--- config.mk ---
export PLATFORM = sky130hd
export DESIGN_NAME = vdp18_cpu_sched
export DESIGN_NICKNAME = d
export VERILOG_FILES = /design/src/rtl/vdp18_cpu_sched.sv
export SDC_FILE = /design/constraint.sdc
export NUM_CORES = 1
export LEC_CHECK = 0
export BUFFER_PORTS_ARGS = -buffer_cell sky130_fd_sc_hd__buf_2
export CAP_MARGIN = 20
export CELL_PAD_IN_SITES_DETAIL_PLACEMENT = 1
export CELL_PAD_IN_SITES_GLOBAL_PLACEMENT = 2
export CORE_UTILIZATION = 36
export DETAILED_ROUTE_END_ITERATION = 12
export PLACE_DENSITY_LB_ADDON = 0.1
export RECOVER_POWER = 25
export SYNTH_ARGS = -nofsm -noshare
export SYNTH_HDL_FRONTEND = slang
export SYNTH_SLANG_ARGS = --single-unit
--- constraint.sdc ---
create_clock -name clk_i -period 4.8 [get_ports clk_i]
set_input_delay 0.24 -clock clk_i [delete_from_list [all_inputs] [get_ports clk_i]]
set_output_delay 0.24 -clock clk_i [all_outputs]
set_load 0.03 [all_outputs]
--- src/rtl/vdp18_cpu_sched.sv ---
// +----------------------------------------------------------------------+
// | vdp18_cpu_sched : CPU data-port VRAM access scheduler (AC_CPU slots)  |
// | Rev 1.0                                                               |
// +----------------------------------------------------------------------+
`default_nettype none

package vdp18_pkg;
   typedef enum logic [2:0] {
      AC_NONE, AC_PNT, AC_PGT, AC_CT, AC_STST, AC_SATT, AC_SPT, AC_CPU
   } access_t;
endpackage

module vdp18_cpu_sched
   import vdp18_pkg::*;
#(
   parameter int ADDR_W = 14,
   parameter int DATA_W = 8
) (
   input  logic              clk_i,
   input  logic              reset_n_i,
   input  logic              clk_en_acc_i,
   input  access_t           access_type_i,
   input  logic              addr_load_i,
   input  logic              addr_rd_i,
   input  logic [ADDR_W-1:0] addr_i,
   input  logic              cpu_wr_i,
   input  logic              cpu_rd_i,
   input  logic [DATA_W-1:0] wr_data_i,
   input  logic [DATA_W-1:0] vram_data_i,
   output logic [ADDR_W-1:0] vram_addr_o,
   output logic [DATA_W-1:0] vram_data_o,
   output logic              vram_we_o,
   output logic              cpu_grant_o,
   output logic [DATA_W-1:0] rd_data_o,
   output logic              busy_o,
   output logic              overrun_o
);

   localparam logic [1:0] c_IDLE    = 2'd0;
   localparam logic [1:0] c_WR_PEND = 2'd1;
   localparam logic [1:0] c_RD_PEND = 2'd2;
   localparam logic [1:0] c_RD_CAPT = 2'd3;

   logic [1:0]        state_q, state_d;
   logic [ADDR_W-1:0] addr_q, addr_d, hold_addr_q, hold_addr_d;
   logic [DATA_W-1:0] wr_buf_q, wr_buf_d, rd_buf_q, rd_buf_d, hold_data_q, hold_data_d;
   logic              hold_ld_q, hold_ld_d, hold_ldrd_q, hold_ldrd_d;
   logic              hold_wr_q, hold_wr_d, hold_rd_q, hold_rd_d;

   logic              w_slot, w_pend, w_req_any, w_req_wr, w_req_rd;
   logic              w_apply, w_hold;
   logic              w_e_ld, w_e_ldrd, w_e_wr, w_e_rd;
   logic [ADDR_W-1:0] w_e_addr;
   logic [DATA_W-1:0] w_e_data;

   always_comb begin
      w_slot    = clk_en_acc_i & (access_type_i == AC_CPU);
      w_pend    = (state_q == c_WR_PEND) | (state_q == c_RD_PEND);
      w_req_any = addr_load_i | cpu_wr_i | cpu_rd_i;
      w_req_wr  = cpu_wr_i & ~addr_load_i;
      w_req_rd  = cpu_rd_i & ~addr_load_i & ~cpu_wr_i;
      // A fresh request wins over one held across the read-capture cycle.
      w_e_ld    = w_req_any ? addr_load_i : hold_ld_q;
      w_e_ldrd  = w_req_any ? addr_rd_i   : hold_ldrd_q;
      w_e_wr    = w_req_any ? w_req_wr    : hold_wr_q;
      w_e_rd    = w_req_any ? w_req_rd    : hold_rd_q;
      w_e_addr  = w_req_any ? addr_i      : hold_addr_q;
      w_e_data  = w_req_any ? wr_data_i   : hold_data_q;
   end

   always_comb begin
      state_d     = state_q;
      addr_d      = addr_q;
      wr_buf_d    = wr_buf_q;
      rd_buf_d    = rd_buf_q;
      hold_ld_d   = hold_ld_q;
      hold_ldrd_d = hold_ldrd_q;
      hold_wr_d   = hold_wr_q;
      hold_rd_d   = hold_rd_q;
      hold_addr_d = hold_addr_q;
      hold_data_d = hold_data_q;
      w_apply     = 1'b0;
      w_hold      = 1'b0;
      case (state_q)
         c_WR_PEND: begin
            if (w_slot) begin
               rd_buf_d = wr_buf_q;
               addr_d   = addr_q + ADDR_W'(1);
               state_d  = c_IDLE;
            end
            w_apply = w_req_any;
         end
         c_RD_PEND: begin
            if (w_slot) begin
               state_d = c_RD_CAPT;
               w_hold  = w_req_any;
            end else begin
               w_apply = w_req_any;
            end
         end
         c_RD_CAPT: begin
            rd_buf_d = vram_data_i;
            addr_d   = addr_q + ADDR_W'(1);
            state_d  = c_IDLE;
            w_hold   = w_req_any;
         end
         default: begin
            w_apply   = 1'b1;
            hold_ld_d = 1'b0;
            hold_wr_d = 1'b0;
            hold_rd_d = 1'b0;
         end
      endcase
      if (w_hold) begin
         hold_ld_d   = addr_load_i;
         hold_ldrd_d = addr_rd_i;
         hold_wr_d   = w_req_wr;
         hold_rd_d   = w_req_rd;
         hold_addr_d = addr_i;
         hold_data_d = wr_data_i;
      end
      // Load supersedes the increment of a write granted in the same clock.
      if (w_apply) begin
         state_d = c_IDLE;
         if (w_e_ld) begin
            addr_d = w_e_addr;
            if (w_e_ldrd) state_d = c_RD_PEND;
         end else if (w_e_wr) begin
            wr_buf_d = w_e_data;
            state_d  = c_WR_PEND;
         end else if (w_e_rd) begin
            state_d = c_RD_PEND;
         end
      end
   end

   always_ff @(posedge clk_i or negedge reset_n_i) begin
      if (!reset_n_i) begin
         state_q     <= c_IDLE;
         addr_q      <= '0;
         wr_buf_q    <= '0;
         rd_buf_q    <= '0;
         hold_ld_q   <= 1'b0;
         hold_ldrd_q <= 1'b0;
         hold_wr_q   <= 1'b0;
         hold_rd_q   <= 1'b0;
         hold_addr_q <= '0;
         hold_data_q <= '0;
      end else begin
         state_q     <= state_d;
         addr_q      <= addr_d;
         wr_buf_q    <= wr_buf_d;
         rd_buf_q    <= rd_buf_d;
         hold_ld_q   <= hold_ld_d;
         hold_ldrd_q <= hold_ldrd_d;
         hold_wr_q   <= hold_wr_d;
         hold_rd_q   <= hold_rd_d;
         hold_addr_q <= hold_addr_d;
         hold_data_q <= hold_data_d;
      end
   end

   assign vram_addr_o = addr_q;
   assign vram_data_o = wr_buf_q;
   assign rd_data_o   = rd_buf_q;
   assign vram_we_o   = w_slot & (state_q == c_WR_PEND);
   assign cpu_grant_o = w_slot & w_pend;
   assign busy_o      = (state_q != c_IDLE);
   assign overrun_o   = w_pend & ~w_slot & w_req_any;

endmodule

`default_nettype wire

[Word-level counts from Yosys, hierarchy flattened]
Index checks and enable logic that the tools add are counted.
Operators by class
  bitwise logic cells: 15
  muxes and demuxes: 28
  reduce and logical (&&, ||, !) cells: 7
  $add $sub $neg: 1
  equal/unequal tests: 8
Operator list (count)
  two-way mux 14 bit: 4
  case mux 14 bit (2 select lines): 1
  two-way mux 8 bit: 2
  case mux 8 bit (2 select lines): 1
  adder 14 x 1 -> 14 bit, second input constant: 1
  two-way mux 2 bit: 7
  two-way mux 1 bit: 10
  bitwise AND 1 bit: 8
  inequality test 3 bit, second input constant: 2
  case mux 2 bit (3 select lines): 1
  AND reduction 3 bit: 2
  == test 2 bit, second input constant: 2
  NOT 1 bit: 4
  nonzero test 2 bit: 2
  nonzero test 4 bit: 1
  == test 3 bit, second input constant: 1
  OR 1 bit: 3
  case mux 1 bit (3 select lines): 1
  OR reduction 3 bit: 1
  == test 2 x 1 -> 1 bit, second input constant: 1
  inequality test 2 x 1 -> 1 bit, second input constant: 1
  inequality test 2 bit, second input constant: 1
  case mux 1 bit (2 select lines): 1
  AND reduction 2 bit: 1
Word-level totals
  output and inout port bits: 34
  register bits after elaboration: 58

[Longest topological paths before layout]
  word-level depth: 8
  mapped depth: 9

[Worst setup path after synthesis]
Ideal clock, no wire load.
  kind: flip-flop to flip-flop
  from: register addr_q[0], in the netlist vram_addr_o[0]
  to: register addr_q[8], in the netlist vram_addr_o[8]
  period minus slack after synthesis: 1.914 ns
  arrival time: 1.784 ns
  stages on the path, launching flop included: 7
  setup slack: 2.886 ns
  buffers on the path: 0
  cell sequence: dfrtp_1 ha_1 nand3_1 or3_1 nand2b_1 a211oi_1 a31oi_1
On the way
  longest elaborated chain between the ends: 5
RTL lines
  start: declaration: RTL line 45  | logic [ADDR_W-1:0] addr_q, addr_d, hold_addr_q, hold_addr_d;
  start signal: assignment: RTL line 151  | addr_q <= addr_d;
  adder 14 x 1 -> 14 bit *: RTL line 88, 103
  two-way mux 14 bit: RTL line 86  | if (w_slot) begin
  case mux 14 bit (2 select lines) *: RTL line 84  | case (state_q)
  two-way mux 14 bit: RTL line 125  | if (w_e_ld) begin
  two-way mux 14 bit *: RTL line 123  | if (w_apply) begin
  named net addr_d[8]: RTL line 45
Mark *: on every way through the listed nets, which the timed path passes. The rest lies on a longest branch.
A chain may end at the register's enable or synchronous reset.

==> results by group <==
Yosys
  • Synthesized cell area: 3050 um2
  • Post-synth EDFFs: 0
  • Synth area leader: dfrtp_1
  • Synth Warn #: 0
  • Most frequent cell after synthesis: dfrtp_1
  • Commonest cells in the netlist: dfrtp_1, nand2_1, mux2_2, o21ai_0, mux2i_1
  • Synth top area cells: dfrtp_1, mux2_2, mux2i_1, nand2_1, o21ai_0
  • Post-synthesis sequential area ratio: 47.6%
  • Post-Syn Nets: 331
  • Syn_area_per_cell: 10.7 um2
  • Gate Count Post-Synth: 285
  • Flops & latches, synth: 58
  • FFs w/ async S/R, synth: 100%
  • Synth cell types: 52
  • Ys flop type: dfrtp_1
  • Synth top area share: 47.6%

Final layout
  • Layout cells sized above 1: 33.8%
  • Nets: 403
  • Layout area overhead: 19.7%
  • N_diodes: 0

Setup path
  • Critical Path Max Stage Delay: 2.26 ns
  • CP endpoint kind: asynchronous set/reset pin
  • WP data arrival: 2.60 ns
  • CP startpoint kind: input pin
  • Worst Path Buf+Inv: 2
  • CP Cell Sequence: buf_2 -> clkbuf_1
  • Critical Path Fanout Max: 58
  • Kind of cell adding the most delay to the critical path: buffers and inverters
  • Slowest CP cell: clkbuf_1
  • Req. time, crit path: 4.52 ns
  • Critical path class: in2async

GRT
  • Vias in the first global route: 2639
  • GRT Overall Usage: 20.0%
  • First-pass GRT wire length: 13.5 mm
  • Grt ovf: 0
  • Largest net degree at the start of global routing: 59
  • Initial antenna violation count: 0

Routing
  • Drt wl/cell: 17.1 um
  • ANT nets after route: 0
  • DRC Markers: 0
  • Via density per instance: 5.39
  • Vias after detailed routing: 2514
  • DR pass1 iterations: 4
  • Routed WL: 7.98 mm
  • Initial DRC Count: 47

Die
  • Ports: 74
  • Initial Util: 37.1%
  • Placeable Area: 8220 um2
  • Die X-Extent: 94.0 um
  • Total Die Area: 8840 um2
  • # rows: 33
  • Chip height: 94.0 um

Clocking
  • Clk sinks: 58
  • Later-pin clock latency in the skew report: 0.33 ns
  • Post-CTS sizing: 0
  • Root Buffer: clkbuf_8
  • CTS Buf Count: 9
  • Post-CTS Setup Inserts: 0
  • Htree depth: 3
  • Worst-path clk slew: 0.07 ns
  • CTS max path bufs: 2
  • CTS Hold Bufs: 0
  • CTS tree: built

Placement
  • GPL Wtd Cong: 0.781
  • Buffers on Ports: 73
  • Post-DP HPWL: 5.57 mm

Status
  • Failing checks: capacitance limit, slew limit
  • Status: finished, violations left

STA
  • Setup violations, final: 0
  • Setup TNS: 0 ns
  • Period Utilization, post-route: 60.0%
  • Actual slew at the worst max-slew pin: 3.21 ns
  • Fmax: 0.347 GHz
  • Min Clock Period, post-route: 2.88 ns
  • Slew HR: -114%
  • RSZ-0062 raised after global routing: no
  • Final Hold Vio Count: 0
  • Clk_skew: 0.00762 ns
  • Max Slew Vio Count: 59

Power
  • Tot Pwr: 2480 uW
  • Maximum vdd drop: 0.352 mV
  • PwrDens: 681 nW/um2
  • Leak: 0.00164 uW

Job
  • Maxcap violations: 1

Worst hold path
  • Worst Hold Class: in2reg
## layer usage
| layer | global-route usage (%) | part of all wire [%] | vias to the layer above |
|---|---|---|---|
| met5 | 0 | 0 | - |
| met1 | 26.9 | 47 | 1264 |
| met4 | 6.15 | 0.76 | 0 |
| li1 | - | - | 1196 |
| met3 | 4.45 | 3.7 | 5 |
| met2 | 31.9 | 48 | 49 |
## cells by family (layout without fill, tap and decap cells)
kind of cell,count (synthesis),after routing,share of synthesized area (%)
muxes,49,49,17.2
buffers and inverters,19,95,3.57
and+or+nand+nor,79,79,12.8
adders and majority gates,6,6,2.46
AOI/OAI and AO/OA,74,74,16.4
DFF,58,58,47.6
## registers in the layout (all words and copies together), names as in the netlist, 2 cells and up
| signal | count |
|---|---|
| vram_data_o | 8 |
| rd_data_o | 8 |
| vram_addr_o | 14 |
| hold_addr_q | 14 |
| state_q | 2 |
| hold_data_q | 8 |
## placed cells by master (no fill, tap or decap), drive strengths merged, types with 4 or more instances in the layout
cell type | Yosys | layout
buf | 14 | 75
dfrtp | 58 | 58
nand2 | 42 | 42
o21ai | 27 | 27
mux2 | 26 | 26
mux2i | 23 | 23
clkbuf | 1 | 13
nor2 | 10 | 10
a31oi | 8 | 8
a21oi | 7 | 7
ha | 6 | 6
nand3 | 5 | 5
inv | 4 | 4
a21o | 4 | 4
and3 | 4 | 4
## final cells by class
| cell class | count | area, um2 |
|---|---|---|
| Sequential cell | 58 | 1450 |
| Multi-Input combinational cell | 208 | 1490 |
| Inverter | 4 | 15.0 |
| Clock inverter | 3 | 15.0 |
| Timing Repair Buffer | 76 | 388 |
| Tap cell | 105 | 131 |
| Clock buffer | 12 | 155 |
| Fill cell | 961 | 4570 |
## power breakdown
part | leakage (uW) | internal (uW) | switching (uW)
combinational | 0.000845 | 452 | 727
clock | 0.0000920 | 210 | 191
sequential | 0.000704 | 724 | 180
total | 0.00164 | 1390 | 1100
## final timing paths
kind / startpoint / to / slack [ns] / cells past startpoint
worst max-delay path: reset_n_i / vram_addr_o[12] / 1.92 / 2
worst min-delay path: wr_data_i[3] / hold_data_q[3] / 0.15 / 2
worst max register to register: state_q[0] / hold_rd_q / 2.28 / 5
worst min register to register: rd_data_o[3] / rd_data_o[3] / 0.48 / 2
max in group clk_i: state_q[0] / hold_rd_q / 2.28 / 5
min in group asynchronous: reset_n_i / vram_data_o[7] / 1.07 / 2
## per-stage QoR
step | hold WS [ns] | setup WS [ns] | utilization (%) | cells | area, um2
final | 0.153 | 1.92 | 44.4 | 466 | 3650
after global routing | 0.135 | 1.19 | 44.4 | 466 | 3650
after CTS | 0.0918 | 2.24 | 44.3 | 465 | 3640
after detailed placement | 0.453 | 2.26 | 42.2 | 450 | 3470
after global placement | 0.459 | 2.33 | 42.2 | 450 | 3470
after floorplan | -0.0556 | 2.89 | - | 285 | 3050
Power figures use the tool's default switching activity.
